### config.mk
export PLATFORM = sky130hd
export DESIGN_NAME = lr_entry_to_number
export DESIGN_NICKNAME = d
export VERILOG_FILES = /design/src/rtl/lr_entry_to_number_pkg.sv /design/src/rtl/lr_mul10_add.sv /design/src/rtl/lr_entry_to_number.sv
export SDC_FILE = /design/constraint.sdc
export NUM_CORES = 1
export LEC_CHECK = 0
export ABC_AREA = 1
export BUFFER_PORTS_ARGS = -buffer_cell sky130_fd_sc_hd__buf_2
export CORE_UTILIZATION = 60
export CTS_CLUSTER_SIZE = 24
export DETAILED_ROUTE_END_ITERATION = 16
export PLACE_DENSITY = 0.9
export SLEW_MARGIN = 20
export SYNTH_ARGS = -nofsm -noshare
export SYNTH_HDL_FRONTEND = slang
export SYNTH_SLANG_ARGS = --single-unit
### constraint.sdc
create_clock -name clk_50MHz -period 2.6 [get_ports clk_50MHz]
set_input_delay 0 -clock clk_50MHz [delete_from_list [all_inputs] [get_ports clk_50MHz]]
set_output_delay 0 -clock clk_50MHz [all_outputs]
set_load 0.02 [all_outputs]
### src/rtl/lr_entry_to_number_pkg.sv
// Shared keypad/display code constants and state types for the L/R digit-entry path.
package lr_entry_to_number_pkg;

  localparam logic [3:0] KEY_CLR   = 4'd12;
  localparam logic [3:0] KEY_ENT   = 4'd13;
  localparam logic [3:0] KEY_BSP   = 4'd14;
  localparam logic [3:0] DIGIT_MAX = 4'd9;

  localparam int unsigned BLANK_CODE_DEF   = 11;
  localparam int unsigned BLANK_NUMBER_DEF = 110;

  typedef enum logic [2:0] {
    ST_EMPTY,
    ST_ONE,
    ST_TWO,
    ST_MUL,
    ST_EMIT
  } entry_state_t;

  typedef enum logic [1:0] {
    MS_IDLE,
    MS_SHL3,
    MS_SHL1,
    MS_ONES
  } mul_step_t;

endpackage

### src/rtl/lr_mul10_add.sv
// Fixed three-cycle shift-add unit: o_sum = tens*10 + ones, o_done pulses one cycle after the last step.
module lr_mul10_add
  import lr_entry_to_number_pkg::*;
#(
  parameter int unsigned NUM_W  = 7,
  parameter int unsigned CODE_W = 4
) (
  input  logic              clk,
  input  logic              rst,
  input  logic              i_start,
  input  logic [CODE_W-1:0] i_tens,
  input  logic [CODE_W-1:0] i_ones,
  output logic              o_done,
  output logic [NUM_W-1:0]  o_sum
);

  mul_step_t        r_step;
  mul_step_t        w_step_nxt;
  logic [NUM_W-1:0] r_acc;
  logic [NUM_W-1:0] r_tens;
  logic [NUM_W-1:0] r_ones;
  logic             r_done;

  always_ff @(posedge clk or posedge rst) begin
    if (rst) r_step <= MS_IDLE;
    else     r_step <= w_step_nxt;
  end

  always_comb begin
    w_step_nxt = r_step;
    case (r_step)
      MS_IDLE: if (i_start) w_step_nxt = MS_SHL3;
      MS_SHL3: w_step_nxt = MS_SHL1;
      MS_SHL1: w_step_nxt = MS_ONES;
      MS_ONES: w_step_nxt = MS_IDLE;
      default: w_step_nxt = MS_IDLE;
    endcase
  end

  always_ff @(posedge clk or posedge rst) begin
    if (rst) begin
      r_acc  <= '0;
      r_tens <= '0;
      r_ones <= '0;
      r_done <= 1'b0;
    end else begin
      r_done <= 1'b0;
      case (r_step)
        MS_IDLE: begin
          if (i_start) begin
            r_tens <= NUM_W'(i_tens);
            r_ones <= NUM_W'(i_ones);
            r_acc  <= '0;
          end
        end
        MS_SHL3: r_acc <= r_tens << 3;
        MS_SHL1: r_acc <= r_acc + (r_tens << 1);
        MS_ONES: begin
          r_acc  <= r_acc + r_ones;
          r_done <= 1'b1;
        end
        default: r_acc <= r_acc;
      endcase
    end
  end

  assign o_done = r_done;
  assign o_sum  = r_acc;

endmodule

### src/rtl/lr_entry_to_number.sv
// Keypad digit-entry packer: collects up to two digits as an L/R pair and emits the packed number on ENTER.
module lr_entry_to_number
  import lr_entry_to_number_pkg::*;
#(
  parameter int unsigned NUM_W        = 7,
  parameter int unsigned CODE_W       = 4,
  parameter int unsigned BLANK_CODE   = BLANK_CODE_DEF,
  parameter int unsigned BLANK_NUMBER = BLANK_NUMBER_DEF
) (
  input  logic              clk_50MHz,
  input  logic              reset,
  input  logic              in_valid,
  output logic              in_ready,
  input  logic [CODE_W-1:0] in_code,
  output logic              out_valid,
  input  logic              out_ready,
  output logic [NUM_W-1:0]  out_number,
  output logic [CODE_W-1:0] dispL,
  output logic [CODE_W-1:0] dispR
);

  localparam logic [CODE_W-1:0] LP_BLANK  = CODE_W'(BLANK_CODE);
  localparam logic [NUM_W-1:0]  LP_BLANKN = NUM_W'(BLANK_NUMBER);

  entry_state_t      r_state;
  entry_state_t      w_state_nxt;
  logic [CODE_W-1:0] r_disp_l;
  logic [CODE_W-1:0] r_disp_r;
  logic              r_out_valid;
  logic [NUM_W-1:0]  r_out_number;

  logic              w_in_ready;
  logic              w_accept;
  logic              w_is_digit;
  logic              w_key_clr;
  logic              w_key_ent;
  logic              w_key_bsp;
  logic              w_mul_start;
  logic              w_mul_done;
  logic [NUM_W-1:0]  w_mul_sum;
  logic [CODE_W-1:0] w_tens;

  assign w_accept    = in_valid & w_in_ready;
  assign w_is_digit  = (in_code <= CODE_W'(DIGIT_MAX));
  assign w_key_clr   = (in_code == CODE_W'(KEY_CLR));
  assign w_key_ent   = (in_code == CODE_W'(KEY_ENT));
  assign w_key_bsp   = (in_code == CODE_W'(KEY_BSP));
  assign w_tens      = (r_disp_l == LP_BLANK) ? '0 : r_disp_l;
  assign w_mul_start = w_accept & w_key_ent & ((r_state == ST_ONE) || (r_state == ST_TWO));

  lr_mul10_add #(
    .NUM_W  (NUM_W),
    .CODE_W (CODE_W)
  ) u_mul (
    .clk     (clk_50MHz),
    .rst     (reset),
    .i_start (w_mul_start),
    .i_tens  (w_tens),
    .i_ones  (r_disp_r),
    .o_done  (w_mul_done),
    .o_sum   (w_mul_sum)
  );

  always_ff @(posedge clk_50MHz or posedge reset) begin
    if (reset) r_state <= ST_EMPTY;
    else       r_state <= w_state_nxt;
  end

  always_comb begin
    w_state_nxt = r_state;
    case (r_state)
      ST_EMPTY: begin
        if (w_accept) begin
          if (w_is_digit)     w_state_nxt = ST_ONE;
          else if (w_key_ent) w_state_nxt = ST_EMIT;
        end
      end
      ST_ONE: begin
        if (w_accept) begin
          if (w_is_digit)                  w_state_nxt = ST_TWO;
          else if (w_key_clr || w_key_bsp) w_state_nxt = ST_EMPTY;
          else if (w_key_ent)              w_state_nxt = ST_MUL;
        end
      end
      ST_TWO: begin
        if (w_accept) begin
          if (w_key_bsp)      w_state_nxt = ST_ONE;
          else if (w_key_clr) w_state_nxt = ST_EMPTY;
          else if (w_key_ent) w_state_nxt = ST_MUL;
        end
      end
      ST_MUL:  if (w_mul_done) w_state_nxt = ST_EMIT;
      ST_EMIT: if (r_out_valid && out_ready) w_state_nxt = ST_EMPTY;
      default: w_state_nxt = ST_EMPTY;
    endcase
  end

  always_comb begin
    w_in_ready = 1'b0;
    case (r_state)
      ST_EMPTY, ST_ONE, ST_TWO: w_in_ready = 1'b1;
      default:                  w_in_ready = 1'b0;
    endcase
  end

  always_ff @(posedge clk_50MHz or posedge reset) begin
    if (reset) begin
      r_disp_l     <= LP_BLANK;
      r_disp_r     <= LP_BLANK;
      r_out_valid  <= 1'b0;
      r_out_number <= '0;
    end else begin
      case (r_state)
        ST_EMPTY: begin
          if (w_accept && w_is_digit) begin
            r_disp_r <= in_code;
            r_disp_l <= LP_BLANK;
          end else if (w_accept && w_key_ent) begin
            r_out_number <= LP_BLANKN;
          end
        end
        ST_ONE: begin
          if (w_accept && w_is_digit) begin
            r_disp_l <= r_disp_r;
            r_disp_r <= in_code;
          end else if (w_accept && (w_key_clr || w_key_bsp)) begin
            r_disp_l <= LP_BLANK;
            r_disp_r <= LP_BLANK;
          end
        end
        ST_TWO: begin
          if (w_accept && w_key_bsp) begin
            r_disp_r <= r_disp_l;
            r_disp_l <= LP_BLANK;
          end else if (w_accept && w_key_clr) begin
            r_disp_l <= LP_BLANK;
            r_disp_r <= LP_BLANK;
          end
        end
        ST_MUL: begin
          if (w_mul_done) begin
            r_out_number <= w_mul_sum;
            r_out_valid  <= 1'b1;
          end
        end
        ST_EMIT: begin
          // Blank-number entry reaches EMIT with valid still low; raise it one cycle later.
          if (r_out_valid && out_ready) begin
            r_out_valid <= 1'b0;
            r_disp_l    <= LP_BLANK;
            r_disp_r    <= LP_BLANK;
          end else if (!r_out_valid) begin
            r_out_valid <= 1'b1;
          end
        end
        default: r_out_valid <= 1'b0;
      endcase
    end
  end

  assign in_ready   = w_in_ready;
  assign out_valid  = r_out_valid;
  assign out_number = r_out_number;
  assign dispL      = r_disp_l;
  assign dispR      = r_disp_r;

endmodule
# ---- Yosys cells after proc, flatten, opt, wreduce, memory -nomap -nowiden
# Cells that the tools add are included.
dict set report classes {
  eq_ne 23
  bitwise_logic 4
  n_addsub 2
  order_cmp 1
  n_reduce_logical 18
  mux 38
}
# operator n
set op_table {}
lappend op_table {{$mux W4} 10}
lappend op_table {{$mux W3} 12}
lappend op_table {{$pmux W4 S4} 2}
lappend op_table {{$mux W7} 4}
lappend op_table {{$pmux W7 S4} 1}
lappend op_table {{$eq A4 B4 Y1 const B} 4}
lappend op_table {{$pmux W3 S5} 1}
lappend op_table {{$ne A2 B2 Y1 const B} 7}
lappend op_table {{$pmux W7 S2} 1}
lappend op_table {{$pmux W2 S4} 1}
lappend op_table {{$add A7 B4 Y7} 1}
lappend op_table {{$add A7 B5 Y7} 1}
lappend op_table {{$eq A3 B2 Y1 const B} 2}
lappend op_table {{$logic_and A1 B1 Y1} 6}
lappend op_table {{$ne A3 B1 Y1 const B} 2}
lappend op_table {{$reduce_and A6 Y1} 1}
lappend op_table {{$reduce_and A5 Y1} 1}
lappend op_table {{$eq A2 B2 Y1 const B} 2}
lappend op_table {{$le A4 B4 Y1 const B} 1}
lappend op_table {{$mux W1} 4}
lappend op_table {{$ne A2 B1 Y1 const B} 2}
lappend op_table {{$reduce_and A2 Y1} 2}
lappend op_table {{$reduce_and A4 Y1} 1}
lappend op_table {{$reduce_bool A4 Y1} 1}
lappend op_table {{other kinds (13)} 16}
dict set report word_totals {
  output_inout_bits 17
  word_cells 96
  input_bits 8
  regBits 37
}

# ---- Depth between registers and ports, before layout
# Gate-level depths: netlist of run 1.
dict set report logic_depth {
  depth_word 8
  ltp_mapped 12
}

# ---- By module
# A second synthesis of run 1 with hierarchy kept.
dict set report hier_totals {
  cells_unflattened 337
  hier_area_um2 2499.9
}
# mod n_inst seq_area_each_um2 cells_per_inst area_per_inst_um2
set by_module_without_submodules {}
lappend by_module_without_submodules {lr_mul10_add 1 450.4 169 1295.0}
lappend by_module_without_submodules {lr_entry_to_number 1 483.0 168 1204.9}

# ---- Worst setup path after synthesis of run 1
# Ideal clock, no wire load.
dict set report synth_timing {
  path_type {flip-flop to flip-flop}
  startpoint {reg u_mul.r_acc[1] (netlist: u_mul.o_sum[1])}
  endpoint {reg u_mul.r_acc[5] (netlist: u_mul.o_sum[5])}
  arrival_time_ps 1475
  path_stages_with_launch 12
  setup_ps 117
  path_slack_ps 1008
  t_required_ps 2483
  path_buffers 0
  cell_sequence {dfrtp_1 ha_1 inv_1 fa_1 inv_1 a21oi_1 nor2_1 nor2_1 nor2_1 nand2_1 nand2_1 nand2_1}
}
dict set report synth_via {
  elab_chain_cells 2
  elab_cells_between_ends 3
}
# element line_no
set synth_lines {}
lappend synth_lines {{from (decl)} lr_mul10_add.sv:19} ;# logic [NUM_W-1:0] r_acc;
lappend synth_lines {{from (signal assigned)} lr_mul10_add.sv:56} ;# MS_SHL3: r_acc <= r_tens << 3;
lappend synth_lines {{from (signal assigned)} lr_mul10_add.sv:57} ;# MS_SHL1: r_acc <= r_acc + (r_tens << 1);
lappend synth_lines {{from (signal assigned)} lr_mul10_add.sv:59} ;# r_acc <= r_acc + r_ones;
lappend synth_lines {{$add A7 B4 Y7 / $add A7 B5 Y7 (equally long branches)} {lr_mul10_add.sv:59, lr_mul10_add.sv:57}}
lappend synth_lines {{$pmux W7 S4 *} lr_mul10_add.sv:48} ;# case (r_step)
# Every way passes the cells marked *; elsewhere a longest branch is shown, timed or not.
# A chain may end at the register's enable or synchronous reset.

# ---- Worst setup path after layout of run 1
# Same ends and word-level chain as after synthesis.

==> summary.md, run 1 <==
| Metric | Value |
|---|---|
| Status | `finished clean` |
| Die width | `65.11 µm` |
| Placed cells | `410` |
| R2R Path Start | `u_mul.o_sum[1]$_DFFE_PP0P_` |
| IO Port Bufs | `24` |
| Total Neg Setup Slack | `0 ns` |
| Clock share of power | `0.132` |
| Synth-to-Final Area Change | `11.41%` |
| Hold path startpoint | `out_ready` |
| Worst setup path startpoint | `u_mul.o_sum[1]$_DFFE_PP0P_` |
| DP Area | `2570 µm²` |
| Hold Vio Cnt, Final | `0` |
| Worst path cell trace | `ha_1, inv_1, fa_1, inv_1, a21oi_1, nor2_1, nor2_1, nor2_1, nand2_1, nand2_1, nand2_1` |
| Sequential power share | `0.357` |
| Post-route cell area | `2663 µm²` |
| Crit path kind | `register to register` |
| Worst Clk Skew | `0.005363 ns` |
| Pre-Repair DR Iteration Count | `4` |
| Residual DRC | `0` |
| Worst hold stages | `4` |
| Initial drt markers | `141` |
| Clock-pin slew on the worst setup and hold paths | `0.08 ns` |
| CTS Buffer Depth | `2` |
| RSZ-0062 raised after global routing | `no` |
| First-pass GRT wire length | `8838 µm` |
| CTS tree | `yes` |
| Leakage | `1.521 nW` |
| Post-CTS sizing | `0` |
| Post CTS Setup Buffer Count | `0` |
| Overall routed net length | `5436 µm` |
| Slowest cell on crit path | `dfrtp_1` |
| Syn_nets | `360` |
| IO Count | `25` |
| R2r setup slk | `0.84 ns` |
| Clock root cell | `clkbuf_8` |
| P per Cell Area | `1131 nW/µm²` |
| Combinational Power Share | `0.511` |
| Max cap viols | `0` |
| VDD IR max | `613.0 µV` |
| Dpl hpwl | `4122 µm` |
| Per-cell routed wire length | `12.97 µm` |
| Fin cells | `419` |
| Hold Slack | `0.04110 ns` |
| Share of cells above drive strength 1 | `0.1509` |
| Relative slew margins | `0.3487` |
| CTS Hold Bufs | `1` |
| Via Count | `2240` |
| Endpoints failing setup | `0` |
| Synthesized cell area | `2390 µm²` |
| Minimum clock period | `1.759 ns` |
| Chip height | `65.11 µm` |
| Internal Power | `0.001547 W` |
| Peak fanout along the critical path | `5` |
| Most common cell after layout, fill and taps aside | `nand2_1` |
| Post-DRT Antenna Nets | `0` |
| Min-delay worst type | `input pin to register` |
| Vias in the first global route | `1998` |
| Average vias per placed instance | `5.346` |
| Worst reg-to-reg path cell count | `11` |
| Final slew viol count | `0` |
| Pin count of the biggest net entering global routing | `27` |
| Fin nets | `392` |
| Clk sinks | `37` |
| Worst Path Required | `2.79 ns` |
| Most frequent cells in the layout | `nand2_1 (123), inv_1 (40), dfrtp_1 (31)` |
| Crit path capture type | `register` |
| Mapped Cells | `338` |
| Initial antenna violation count | `0` |
| Sw Ratio | `0.4865` |
| CP arrival | `1.95 ns` |
| Slew @ Worst Pin | `0.9709 ns` |
| Worst-Skew Late Latency | `0.29 ns` |
| Slowest stage delay, CP | `0.44 ns` |
| Diode count | `0` |
| Routability cong. | `0.9178` |
| Register area share after synthesis | `0.3906` |
| YS warnings | `0` |
| Rows | `22` |
| Hold path endpoint | `r_state[2]$_DFFE_PP0P_` |
| Startpoint Class | `register` |
| Fin crit share | `0.6766` |
| Die area | `4239 µm²` |
| Pwr Total | `0.003012 W` |
| Initial Util | `0.6384` |
| Inserted Clock Buffers | `5` |
| Crit Reg-Reg Endpoint | `u_mul.o_sum[5]$_DFFE_PP0P_` |
| Synth cell types | `28` |
| NetSw | `0.001466 W` |
| Mean Syn Cell Area | `7.070 µm²` |
| CORE AREA | `3744 µm²` |
| Total gr overflow | `0` |
| Max frequency | `0.5684 GHz` |
| Gr usage total | `0.2783` |
| Synth Register Bits | `37` |
| H-tree depth | `2` |
worst max-delay path by stage:
stage / slack, ns / to / cells past startpoint
floorplan: 1.01 / u_mul.o_sum[5]$_DFFE_PP0P_ / 11
global placement: 0.93 / u_mul.o_sum[5]$_DFFE_PP0P_ / 11
detailed placement: 0.84 / u_mul.o_sum[5]$_DFFE_PP0P_ / 11
CTS: 0.85 / u_mul.o_sum[5]$_DFFE_PP0P_ / 11
global route: 0.66 / u_mul.o_sum[5]$_DFFE_PP0P_ / 11
finish: 0.84 / u_mul.o_sum[5]$_DFFE_PP0P_ / 11
critical path, delay by kind of cell (launching register included):
family | cells | cell delay, ns
and+or+nand+nor | 6 | 0.38
buffers and inverters | 2 | 0.18
AOI/OAI and AO/OA | 1 | 0.08
DFF | 1 | 0.44
adders and majority gates | 2 | 0.57
synth_stat cells:
master      n  area [µm²]
a21boi_0    1       7.510
a21oi_1    10       50.05
a22o_1      2       17.52
a31oi_1     1       6.260
buf_6       1       11.26
clkbuf_1    1       3.750
dfrtp_1    31       775.7
dfstp_2     6       157.7
fa_1        2       40.04
ha_1       12       150.1
inv_1      41       153.9
inv_2       4       15.01
nand2_1   123       461.7
nand2_2     5       31.28
nand3_1    28       140.1
nand3_2     1       10.01
nand3b_1    2       15.01
nand4_1     8       50.05
nor2_1     21       78.83
nor2_2      4       25.02
nor2_4      1       11.26
nor3_1      2       10.01
nor3_2      1       10.01
o21a_1      1       7.510
o21ai_0    18       90.09
o21ai_1     9       45.04
o22ai_1     1       6.260
or2_4       1       8.760
logic make-up (layout without fill, tap and decap cells):
family / count (synthesis) / after routing / share of synthesized area
AND/OR/NAND/NOR: 197 / 197 / 0.3565
AO/OA/AOI/OAI: 43 / 43 / 0.09634
buffers and inverters: 47 / 80 / 0.07696
flip-flops: 37 / 37 / 0.3906
adder cells (fa/ha/maj): 14 / 14 / 0.07958
layout make-up:
| class | instances | area [µm²] |
|---|---|---|
| tap | 48 | 60.06 |
| timing repair buffer | 27 | 145.1 |
| fill | 316 | 1081 |
| multi-input combinational | 254 | 1272 |
| clock buffer | 6 | 72.57 |
| sequential | 37 | 933.4 |
| inverter | 45 | 168.9 |
| clock inverter | 2 | 10.01 |
power groups by stage:
stage	logic, W	clock network (W)	registers (W)
6_report	0.00154	0.000397	0.00108
2_1_floorplan	0.00103	0	0.00116
3_5_place_dp	0.00153	0	0.00108
5_1_grt	0.00172	0.000427	0.00111
3_3_place_gp	0.00148	0	0.00107
4_1_cts	0.00154	0.000401	0.00107
layer usage:
| layer | part of all wire | track usage |
|---|---|---|
| met5 | 0 | 0 |
| met4 | 0.019 | 0.1087 |
| met3 | 0.046 | 0.05556 |
| met2 | 0.49 | 0.4805 |
| met1 | 0.44 | 0.3413 |
stage by stage:
step             util  worst slack [ns]
6_report       0.7112            0.8408
4_1_cts        0.7112            0.8524
2_1_floorplan       -             1.008
5_1_grt        0.7112            0.6588
3_5_place_dp   0.6865            0.8446
3_3_place_gp   0.6865            0.9279
flip-flops by register name, indices dropped and copies added, names as in the netlist:
register and flops:
u_mul.o_done 1, out_number 7, u_mul.r_tens 4, u_mul.r_ones 4, out_valid 1, u_mul.r_step 2
dispR 4, u_mul.o_sum 7, r_state 3, dispL 4
(Power assumes the default switching activity.)
==> run 2, diff against run 1 <==
--- a/config.mk
+++ b/config.mk
@@ -5,12 +5,12 @@
 export SDC_FILE = /design/constraint.sdc
 export NUM_CORES = 1
 export LEC_CHECK = 0
-export ABC_AREA = 1
+export ABC_AREA = 0
 export BUFFER_PORTS_ARGS = -buffer_cell sky130_fd_sc_hd__buf_2
-export CORE_UTILIZATION = 60
+export CORE_UTILIZATION = 58
 export CTS_CLUSTER_SIZE = 24
 export DETAILED_ROUTE_END_ITERATION = 16
-export PLACE_DENSITY = 0.9
+export PLACE_DENSITY = 0.88
 export SLEW_MARGIN = 20
 export SYNTH_ARGS = -nofsm -noshare
 export SYNTH_HDL_FRONTEND = slang
==> constraint.sdc (replaced) <==
create_clock -name clk_50MHz -period 1.75 [get_ports clk_50MHz]
set_input_delay 0 -clock clk_50MHz [delete_from_list [all_inputs] [get_ports clk_50MHz]]
set_output_delay 0 -clock clk_50MHz [all_outputs]
set_load 0.02 [all_outputs]
==> summary.md, run 2 <==
| Metric | Value |
|---|---|
| Overall routed net length | `5462 µm (+0.48%)` |
| Relative slew margins | `0.6964 (+0.3477)` |
| Synthesized cell area | `2263 µm² (-5.3%)` |
| Most frequent cells in the layout | `dfrtp_1 (31), buf_4 (30), buf_2 (24)` |
| Slowest cell on crit path | `dfrtp_1` |
| Die area | `4156 µm² (-2.0%)` |
| Synth Register Bits | `37 (unchanged)` |
| Worst-Skew Late Latency | `0.29 ns (about the same)` |
| RSZ-0062 raised after global routing | `yes` |
| Fin nets | `316 (-19%)` |
| Worst path cell trace | `ha_2, fa_2, a21o_1, a21oi_2, xnor2_1, a222oi_1, o21ai_1` |
| Inserted Clock Buffers | `5 (unchanged)` |
| Pwr Total | `0.004368 W (+45%)` |
| Minimum clock period | `1.858 ns (+0.09862 ns)` |
| Synth cell types | `48 (+71%)` |
| Routability cong. | `0.9902 (+7.9%)` |
| Worst Path Required | `1.92 ns (-0.87 ns)` |
| Die width | `64.47 µm (-0.98%)` |
| CTS Buffer Depth | `2 (unchanged)` |
| Crit path capture type | `register` |
| Worst reg-to-reg path cell count | `7 (-4)` |
| CTS tree | `yes` |
| Dpl hpwl | `3829 µm (-7.1%)` |
| Slew @ Worst Pin | `0.4554 ns (-0.5156 ns)` |
| DP Area | `2603 µm² (+1.3%)` |
| EDFF count, synth | `0 (unchanged)` |
| Register area share after synthesis | `0.4124 (+0.02181)` |
| P per Cell Area | `1580 nW/µm² (+40%)` |
| VDD IR max | `1034 µV (+69%)` |
| Min-delay worst type | `input pin to register` |
| Hold Slack | `0.07693 ns (+0.03583 ns)` |
| Most common cell after layout, fill and taps aside | `dfrtp_1` |
| IO Count | `25 (unchanged)` |
| Endpoints failing setup | `3 (+3)` |
| Post-synth top cells | `dfrtp_1 (31), nand2_1 (24), a21oi_1 (20), o21ai_0 (19), nor2_1 (18)` |
| Hold Vio Cnt, Final | `0 (unchanged)` |
| Worst hold stages | `4 (unchanged)` |
| Vias in the first global route | `1917 (-4.1%)` |
| Internal Power | `0.002499 W (+62%)` |
| Synth-to-Final Area Change | `22.17%` |
| Most common cell in the netlist | `dfrtp_1` |
| Initial antenna violation count | `0 (unchanged)` |
| Post-DRT Antenna Nets | `0 (unchanged)` |
| Clock-pin slew on the worst setup and hold paths | `0.07 ns (about the same)` |
| Residual DRC | `0 (unchanged)` |
| Final slew viol count | `0 (unchanged)` |
| H-tree depth | `2 (unchanged)` |
| Max cap viols | `0 (unchanged)` |
| Area fraction of the dominant cell type after synthesis | `0.3427 (+0.01812)` |
| Rows | `22 (unchanged)` |
| R2r setup slk | `-0.11 ns (-0.95 ns)` |
| Post-route cell area | `2765 µm² (+3.9%)` |
| Cell taking the most area after synthesis | `dfrtp_1` |
| YS warnings | `0 (unchanged)` |
| Peak fanout along the critical path | `3 (-2)` |
| Slowest stage delay, CP | `0.39 ns (-0.05 ns)` |
| Total gr overflow | `0 (unchanged)` |
| Clk sinks | `37 (unchanged)` |
| Syn_nets | `262 (-27%)` |
| Ys flop type | `dfrtp_1` |
| Share of cells above drive strength 1 | `0.3085 (+0.1575)` |
| Crit path kind | `register to register` |
| Fin cells | `343 (-18%)` |
| Combinational Power Share | `0.514 (+0.003)` |
| NetSw | `0.001869 W (+28%)` |
| Failing checks | `setup timing` |
| Placed cells | `331 (-19%)` |
| Chip height | `64.47 µm (-0.98%)` |
| Final worst slack | `-0.1079 ns (-0.9486 ns)` |
| Average vias per placed instance | `5.933 (+11%)` |
| Synth top area cells | `dfrtp_1 (34%), dfstp_2 (7.0%), ha_1 (6.6%)` |
| First-pass GRT wire length | `9025 µm (+2.1%)` |
| Startpoint Class | `register` |
| Pin count of the biggest net entering global routing | `38 (+41%)` |
| Status | `complete, but fails checks` |
| Initial drt markers | `262 (+86%)` |
| Clock root cell | `clkbuf_8` |
| Max frequency | `0.5383 GHz (-5.3%)` |
| Async SR Flop Fraction | `1.000 (unchanged)` |
| Fillers | `268 (-15%)` |
| Leakage | `1.339 nW (-12%)` |
| Diode count | `0 (unchanged)` |
| Area occupied by multi-input gates | `1270 µm² (-0.20%)` |
| Worst Clk Skew | `0.003655 ns (-0.001707 ns)` |
| Mapped Cells | `240 (-29%)` |
| Via Count | `2035 (-9.2%)` |
| Mean Syn Cell Area | `9.431 µm² (+33%)` |
| Per-cell routed wire length | `15.92 µm (+23%)` |
| CORE AREA | `3689 µm² (-1.5%)` |
| Sw Ratio | `0.4279 (-0.05864)` |
| Pre-Repair DR Iteration Count | `6 (+2)` |
| CP arrival | `2.03 ns (+0.08 ns)` |
| Fin crit share | `1.062 (+0.3850)` |
| Initial Util | `0.6136 (-0.02473)` |
| Gr usage total | `0.2901 (+0.01186)` |
| Clock share of power | `0.132 (about the same)` |
| FF/Latch Area | `933.4 µm² (unchanged)` |
| IO Port Bufs | `24 (unchanged)` |
| Sequential power share | `0.354 (-0.003)` |
[run 2: changes by cell type after synthesis, sizes merged, moves of 7 or more]
cell,previous run,this run
nand2,128,24
inv,45,17
nand3,29,6
a21oi,10,21
nor2,26,18
nand2b,0,7
nand4,8,1
o21ai,27,20
xnor2,0,7
[run 2: final cells by class]
cell class / instances / area share
Inverter: 17 / 0.02308
Timing Repair Buffer: 55 / 0.1285
Sequential cell: 37 / 0.3376
Clock buffer: 6 / 0.02624
Multi-Input combinational cell: 178 / 0.4593
Clock inverter: 2 / 0.003620
Tap cell: 48 / 0.02172
[run 2: logic make-up after synthesis]
family,after synthesis,synth area share
AO/OA/AOI/OAI,75,0.2294
XOR/XNOR,9,0.03483
multiplexers,8,0.03759
flip-flops,37,0.4124
adder cells (fa/ha/maj),14,0.08402
buffers and inverters,25,0.04975
AND/OR/NAND/NOR,72,0.1520
[run 2: repair_timing]
action | 4_1_cts | 5_1_grt
endpoints found under the setup margin | 4 | 20
buffers inserted | 1 | 2
hold buffers | 1 | 0
pin swaps | 7 | 7
hold endpoints to repair | 31 | 0
resized for setup | 6 | 12
[run 2: final timing paths]
| kind | start | end |
|---|---|---|
| max | u_mul.o_sum[0]$_DFFE_PP0P_ | u_mul.o_sum[4]$_DFFE_PP0P_ |
| min | out_ready | r_state[2]$_DFFE_PP0P_ |
| max reg2reg | u_mul.o_sum[0]$_DFFE_PP0P_ | u_mul.o_sum[4]$_DFFE_PP0P_ |
| min reg2reg | u_mul.r_ones[0]$_DFFE_PP0P_ | u_mul.r_ones[0]$_DFFE_PP0P_ |
| max in group asynchronous | reset | dispR[1]$_DFFE_PP1P_ |
| min in group asynchronous | reset | r_state[1]$_DFFE_PP0P_ |
[run 2: layer usage]
metal | vias to the layer above | global-route usage | wire [µm]
li1 | 973 | - | -
met1 | 961 | 0.3897 | 2398
met2 | 92 | 0.4658 | 2588
met3 | 9 | 0.05986 | 402
met4 | 0 | 0.1000 | 72
met5 | - | 0 | 0
[run 2: metrics by stage]
step,setup slack (ns),TNS (ns),utilization
6_report,-0.1079,-0.1159,0.7497
5_1_grt,-0.1922,-0.4331,0.7497
2_1_floorplan,0.001503,0,-
3_3_place_gp,-0.05206,-0.07088,0.7056
3_5_place_dp,-0.1478,-0.2152,0.7056
4_1_cts,-0.1320,-0.2160,0.7378
[run 2: critical path: cells and delay by family (launching register included)]
family | cells | cell delay [ns]
flops | 1 | 0.39
xor+xnor | 1 | 0.07
fa+ha+maj | 2 | 0.56
compound gates | 4 | 0.72
[run 2: power by group through the flow]
| stage | clock, W | combinational [W] | sequential, W |
|---|---|---|---|
| finish | 0.000578 | 0.00224 | 0.00155 |
| global route | 0.000612 | 0.00246 | 0.00160 |
| CTS | 0.000586 | 0.00217 | 0.00154 |
| detailed placement | 0 | 0.00212 | 0.00155 |
| global placement | 0 | 0.00205 | 0.00153 |
| floorplan | 0 | 0.00118 | 0.00171 |
